**src/rtl/imem_loader_pkg.sv**
```systemverilog
// Shared definitions for the instruction-memory boot loader: FSM encoding,
// length-field size, NOP fill word and the word-address helper.
package imem_loader_pkg;

  typedef enum logic [2:0] {
    ST_IDLE = 3'd0,
    ST_LEN  = 3'd1,
    ST_DATA = 3'd2,
    ST_CHK  = 3'd3,
    ST_DONE = 3'd4,
    ST_ERR  = 3'd5
  } state_e;

  localparam int          LEN_BYTES = 4;
  localparam logic [31:0] NOP       = 32'h0000_0013;

  function automatic logic [31:0] word_addr(input logic [31:0] base,
                                            input logic [31:0] idx);
    return base + (idx << 2);
  endfunction

endpackage

```
**src/rtl/imem_loader_byte_packer.sv**
```systemverilog
// Collects four bytes little-endian; word_valid fires combinationally with the
// fourth byte so the caller can register the completed word on that edge.
module byte_packer
  import imem_loader_pkg::*;
(
  input  logic        clk,
  input  logic        reset,
  input  logic [7:0]  byte_in,
  input  logic        byte_en,
  input  logic        clear,
  output logic [31:0] word_out,
  output logic        word_valid
);

  logic [1:0]  count_q;
  logic [23:0] shift_q;

  assign word_valid = byte_en && (count_q == 2'(LEN_BYTES - 1));
  assign word_out   = {byte_in, shift_q};

  // Earlier bytes drift toward bit 0 as newer ones arrive at the top.
  always_ff @(posedge clk) begin
    if (reset || clear) begin
      count_q <= 2'd0;
      shift_q <= 24'd0;
    end else if (byte_en) begin
      count_q <= count_q + 2'd1;
      shift_q <= {byte_in, shift_q[23:8]};
    end
  end

endmodule

```
**src/rtl/imem_loader.sv**
```systemverilog
// Byte-stream boot loader: receives a length, N data words and an XOR checksum,
// writes the words into instruction memory and holds the CPU until it succeeds.
module imem_loader
  import imem_loader_pkg::*;
#(
  parameter int          MAX_SIZE  = 1024,
  parameter logic [31:0] BASE_ADDR = 32'h0000_0000
) (
  input  logic                         clk,
  input  logic                         reset,
  input  logic                         start,
  input  logic [7:0]                   rx_data,
  input  logic                         rx_valid,
  output logic                         rx_ready,
  output logic                         mem_we,
  output logic [31:0]                  mem_addr,
  output logic [31:0]                  mem_wdata,
  output logic                         cpu_hold,
  output logic                         busy,
  output logic                         done,
  output logic                         error,
  output logic [$clog2(MAX_SIZE):0]    words_loaded
);

  localparam int WL = $clog2(MAX_SIZE) + 1;

  state_e        state_q;
  logic [WL-1:0] n_q;
  logic [WL-1:0] words_loaded_q;
  logic [7:0]    chk_q;
  logic          rx_ready_q, mem_we_q, cpu_hold_q, busy_q, done_q, error_q;
  logic [31:0]   mem_addr_q, mem_wdata_q;

  logic          accept_s, start_s, pk_en_s, word_vld_s;
  logic [31:0]   word_s;

  assign accept_s = rx_valid && rx_ready_q;
  assign start_s  = start && (state_q == ST_IDLE || state_q == ST_DONE || state_q == ST_ERR);
  assign pk_en_s  = accept_s && (state_q == ST_LEN || state_q == ST_DATA);

  byte_packer u_packer (
    .clk        (clk),
    .reset      (reset),
    .byte_in    (rx_data),
    .byte_en    (pk_en_s),
    .clear      (start_s),
    .word_out   (word_s),
    .word_valid (word_vld_s)
  );

  // Session FSM with all outputs registered alongside the state.
  always_ff @(posedge clk) begin
    if (reset) begin
      state_q        <= ST_IDLE;
      n_q            <= '0;
      words_loaded_q <= '0;
      chk_q          <= 8'd0;
      rx_ready_q     <= 1'b0;
      mem_we_q       <= 1'b0;
      mem_addr_q     <= BASE_ADDR;
      mem_wdata_q    <= 32'd0;
      cpu_hold_q     <= 1'b1;
      busy_q         <= 1'b0;
      done_q         <= 1'b0;
      error_q        <= 1'b0;
    end else begin
      mem_we_q <= 1'b0;
      case (state_q)
        ST_IDLE, ST_DONE, ST_ERR: begin
          if (start) begin
            state_q        <= ST_LEN;
            words_loaded_q <= '0;
            chk_q          <= 8'd0;
            rx_ready_q     <= 1'b1;
            cpu_hold_q     <= 1'b1;
            busy_q         <= 1'b1;
            done_q         <= 1'b0;
            error_q        <= 1'b0;
          end
        end
        ST_LEN: begin
          if (word_vld_s) begin
            if (word_s > 32'(MAX_SIZE)) begin
              state_q    <= ST_ERR;
              rx_ready_q <= 1'b0;
              busy_q     <= 1'b0;
              error_q    <= 1'b1;
            end else if (word_s == 32'd0) begin
              state_q <= ST_CHK;
            end else begin
              n_q     <= word_s[WL-1:0];
              state_q <= ST_DATA;
            end
          end
        end
        ST_DATA: begin
          if (accept_s) begin
            chk_q <= chk_q ^ rx_data;
            if (word_vld_s) begin
              mem_we_q       <= 1'b1;
              mem_addr_q     <= word_addr(BASE_ADDR, 32'(words_loaded_q));
              mem_wdata_q    <= word_s;
              words_loaded_q <= words_loaded_q + WL'(1);
              if (words_loaded_q + WL'(1) == n_q) begin
                state_q <= ST_CHK;
              end
            end
          end
        end
        ST_CHK: begin
          if (accept_s) begin
            rx_ready_q <= 1'b0;
            busy_q     <= 1'b0;
            if (rx_data == chk_q) begin
              state_q    <= ST_DONE;
              done_q     <= 1'b1;
              cpu_hold_q <= 1'b0;
            end else begin
              state_q <= ST_ERR;
              error_q <= 1'b1;
            end
          end
        end
        default: begin
          state_q    <= ST_IDLE;
          rx_ready_q <= 1'b0;
          busy_q     <= 1'b0;
        end
      endcase
    end
  end

  assign rx_ready     = rx_ready_q;
  assign mem_we       = mem_we_q;
  assign mem_addr     = mem_addr_q;
  assign mem_wdata    = mem_wdata_q;
  assign cpu_hold     = cpu_hold_q;
  assign busy         = busy_q;
  assign done         = done_q;
  assign error        = error_q;
  assign words_loaded = words_loaded_q;

endmodule

```
**config.mk**
```make
export PLATFORM = sky130hd
export DESIGN_NAME = imem_loader
export DESIGN_NICKNAME = d
export VERILOG_FILES = /design/src/rtl/imem_loader_pkg.sv /design/src/rtl/imem_loader_byte_packer.sv /design/src/rtl/imem_loader.sv
export SDC_FILE = /design/constraint.sdc
export NUM_CORES = 1
export LEC_CHECK = 0
export ABC_AREA = 1
export CAP_MARGIN = 20
export CORE_MARGIN = 4
export CORE_UTILIZATION = 45
export CTS_BUF_LIST = sky130_fd_sc_hd__clkbuf_8
export CTS_CLUSTER_SIZE = 40
export DETAILED_ROUTE_END_ITERATION = 10
export GPL_ROUTABILITY_DRIVEN = 0
export PLACE_DENSITY = 0.74
export SLEW_MARGIN = 20
export SYNTH_ARGS = -nofsm -noshare
export SYNTH_HDL_FRONTEND = slang
export SYNTH_SLANG_ARGS = --single-unit
```
**constraint.sdc**
```tcl
create_clock -name clk -period 1.55 [get_ports clk]
set_input_delay 0.2325 -clock clk [delete_from_list [all_inputs] [get_ports clk]]
set_output_delay 0.2325 -clock clk [all_outputs]
set_load 0.005 [all_outputs]
```
==> impl_results.md <==
* Status: complete, but fails checks
* Violated checks: negative setup slack
* Synth Instances at 647
* Synth area leader: dfxtp_1
* Busiest grt layer: met2
* Worst-case clock buffer depth at 2
* GRT overflow at 0
* Fin crit period at 1.78 ns
* Main combinational cell family by area after synthesis: simple AND/OR/NAND/NOR gates
* Crit Path Max Fanout at 7
* Sequential power share at 0.432
* Portion of netlist area occupied by mux cells at 0
* I/O pin cnt at 93
* Logic pwr share at 0.298
* CP arrival at 2.09 ns
* Worst R2R End: n_q[1]
* DR iter-0 viols at 239
* Unrepaired setup endpoints after global routing: true
* # setup viols final at 18
* Internal at 4530 uW
* Synth Area in Compound Gates at 0.167
* Die Wd at 111 um
* Register area share after synthesis at 0.450
* Critical path origin: u_packer.shift_q[19]
* Final Max Tran Viols at 0
* GRT met3 Usage at 0.0322
* Top-count cell post-synth: dfxtp_1
* Final hold violation count at 0
* Reg-to-reg setup timing slack at -0.23 ns
* Global-route wire length before repair at 21.9 mm
* Global Route Usage Sum at 0.211
* CTS tree: done
* Worst slack, placed at -0.577 ns
* FMAX at 562 MHz
* Root Driver: clkbuf_8
* Port bufs at 71
* Vias in the first global route at 4839
* Area growth from synthesis to layout at 40.1%
* Worst-path clk slew at 0.11 ns
* FF/Latch Area at 2170 um2
* Worst hold path stage count at 2
* Via-to-Cell Ratio at 5.17
* #FFs+latches synth at 107
* Multi-input gate area at 2350 um2
* Async SR Flop Fraction at 0
* Met2 Use GR at 0.392
* Clk_lat worst skew at 0.38 ns
* Switching fraction of total power at 0.340
* FP Rows at 37
* Layout cell share with drive strength beyond 1 at 0.234
* Max cap viols at 0
* Prevailing post-synth register cell: dfxtp_1
* Die Ht at 111 um
* Antenna diode count at 0
* Drt drc at 0
* Core footprint at 10300 um2
* Synth top cells by count: dfxtp_1 (107), nor2_1 (95), nand2_1 (91), a21oi_1 (69), o21ai_0 (68)
* Initial antenna violation count at 0
* CTS buffer count at 9
* Post-CTS Hold Fix Bufs at 0
* H-Tree Depth at 3
* Routed Antenna Nets at 0
* Hold Path Class: reg2reg
* Die area at 12300 um2
* CP Data Required Time at 1.86 ns
* Post-synth EDFFs at 0
* Worst r2r path cells at 8
* P_leak at 0.00277 uW
* Peak supply drop at 0.587 mV
* Post-synthesis xor/xnor area fraction at 0.0184
* Pre-antenna DRT Iters at 5
* FF-to-FF Start: u_packer.shift_q[19]
* Synth area leaders: dfxtp_1 (45%), nor2_1 (7.5%), a21oi_1 (7.3%)
* Placed Instances at 922
* Worst Setup EP: n_q[1]
* Clock network power share at 0.270
* Detailed Place HPWL at 9.33 mm
* Routed wire length at 13.2 mm
* Yosys warnings at 0
* Sw Pwr at 2340 uW
* PD cells at 1030 nW/um2
* Met1 Usage GRT at 0.244
* Library cells used by synthesis at 37
* Crit end category: flip-flop
* Drt wl/cell at 14.0 um
* Tcrit/Tclk final at 1.15
* Sink Count at 107
* DR vias at 4872
* Fraction of the mapped netlist area in simple logic gates at 0.252
* Largest net degree at the start of global routing at 40
* Nets at 815
* Netlist area before placement at 4760 um2
* Initial cell density of the core at 0.461
* Layout Cells excl Fill at 942
* Clk_skew at 0.0114 ns
* Synth Area in Adders at 0.00526
* Post-route setup slack at -0.228 ns
* Setup CP Type: reg2reg
* Fill cells at 873
* CP Launch Type: flip-flop
* Share of the synthesized area in the top cell type at 0.450
* Post-Syn Area per Cell at 7.36 um2
* Pwr Total at 6870 uW
==> worst min-delay path by stage <==
stage	start	end	slack, ns
6_report	chk_q[6]	chk_q[6]	0.49
2_1_floorplan	reset	cpu_hold	0.37
5_1_grt	start	busy	0.49
3_3_place_gp	u_packer.count_q[1]	u_packer.count_q[1]	0.45
3_5_place_dp	u_packer.count_q[1]	u_packer.count_q[1]	0.46
4_1_cts	start	busy	0.48
==> cell usage in the layout, fill, tap and decap left out, drive strengths merged <==
cell,instances
clkinvlp,1
clkbuf,10
nor4,7
clkinv,3
a22oi,1
a211oi,1
or2,2
nor3,5
o21ai,79
a31oi,1
nand3b,3
xor2,7
bufinv,1
nand3,39
nand2,94
inv,55
buf,101
conb,21
and2,1
dfxtp,107
dlygate4sd2,11
a32oi,2
clkdlybuf4s50,60
ha,2
xnor2,3
a21oi,70
nor2,103
nand4,15
a21o,1
==> cells by family (layout without fill, tap and decap cells) <==
| group | Yosys count | count (layout) |
|---|---|---|
| AND/OR/NAND/NOR | 268 | 269 |
| other | 1 | 21 |
| flip-flops | 107 | 107 |
| adder cells (fa/ha/maj) | 2 | 2 |
| XOR/XNOR | 10 | 10 |
| AO/OA/AOI/OAI | 155 | 155 |
| buffers and inverters | 104 | 242 |
==> power by group through the flow <==
stage / Clock [uW] / Combinational (uW) / Sequential (uW)
after floorplan: 0 / 1110 / 3000
after global placement: 0 / 1840 / 3010
after detailed placement: 0 / 1880 / 3010
after CTS: 1870 / 1930 / 2950
after global routing: 2000 / 2250 / 2980
final: 1860 / 2050 / 2960
==> area by class of cell <==
cell class,instances,share of cell area
Sequential cell,107,0.326
Timing Repair inverter,1,0.00113
Clock buffer,9,0.0186
Inverter,52,0.0304
Multi-Input combinational cell,457,0.353
Tap cell,136,0.0255
Clock inverter,7,0.0139
Timing Repair Buffer,173,0.232
==> registers in the layout (all words and copies together), names as in the netlist <==
| name | cells |
|---|---|
| n_q | 11 |
| u_packer.shift_q | 24 |
| state_q | 3 |
| error | 1 |
| mem_we | 1 |
| u_packer.count_q | 2 |
| done | 1 |
| busy | 1 |
| cpu_hold | 1 |
| chk_q | 8 |
| mem_wdata | 32 |
| words_loaded | 11 |
| mem_addr | 11 |
==> per-stage QoR <==
stage	util	setup TNS (ns)	area [um2]	hold WS [ns]
after global routing	0.646	-9.50	6670	0.487
after floorplan	-	-0.00703	4860	0.371
after detailed placement	0.602	-20.59	6220	0.465
after CTS	0.633	-2.57	6530	0.483
after global placement	0.602	-19.45	6220	0.453
final	0.646	-2.92	6670	0.488
==> critical path, cell delays in order, from the launching register on <==
cell and delay [ns]:
dfxtp_2 0.35, nor4_4 0.29, buf_4 0.16, nand4_1 0.19, nor2_4 0.23, nand4_4 0.17, clkinvlp_4 0.18, nor2_2 0.04
nor2_1 0.10
==> layer usage <==
layer  vias to the layer above  share of wire  wire, um
met2                       143           0.52      6840
li1                       2415              -         -
met1                      2293           0.41      5450
met3                        21          0.049       653
met5                         -              0         0
met4                         0          0.022       287
==> what timing repair did <==
item | CTS | global route
setup endpoints to repair | 39 | 93
buffers inserted | 1 | 0
pin swaps | 18 | 18
cloned | 2 | 1
gates resized for setup | 37 | 35
(Power assumes the default switching activity.)
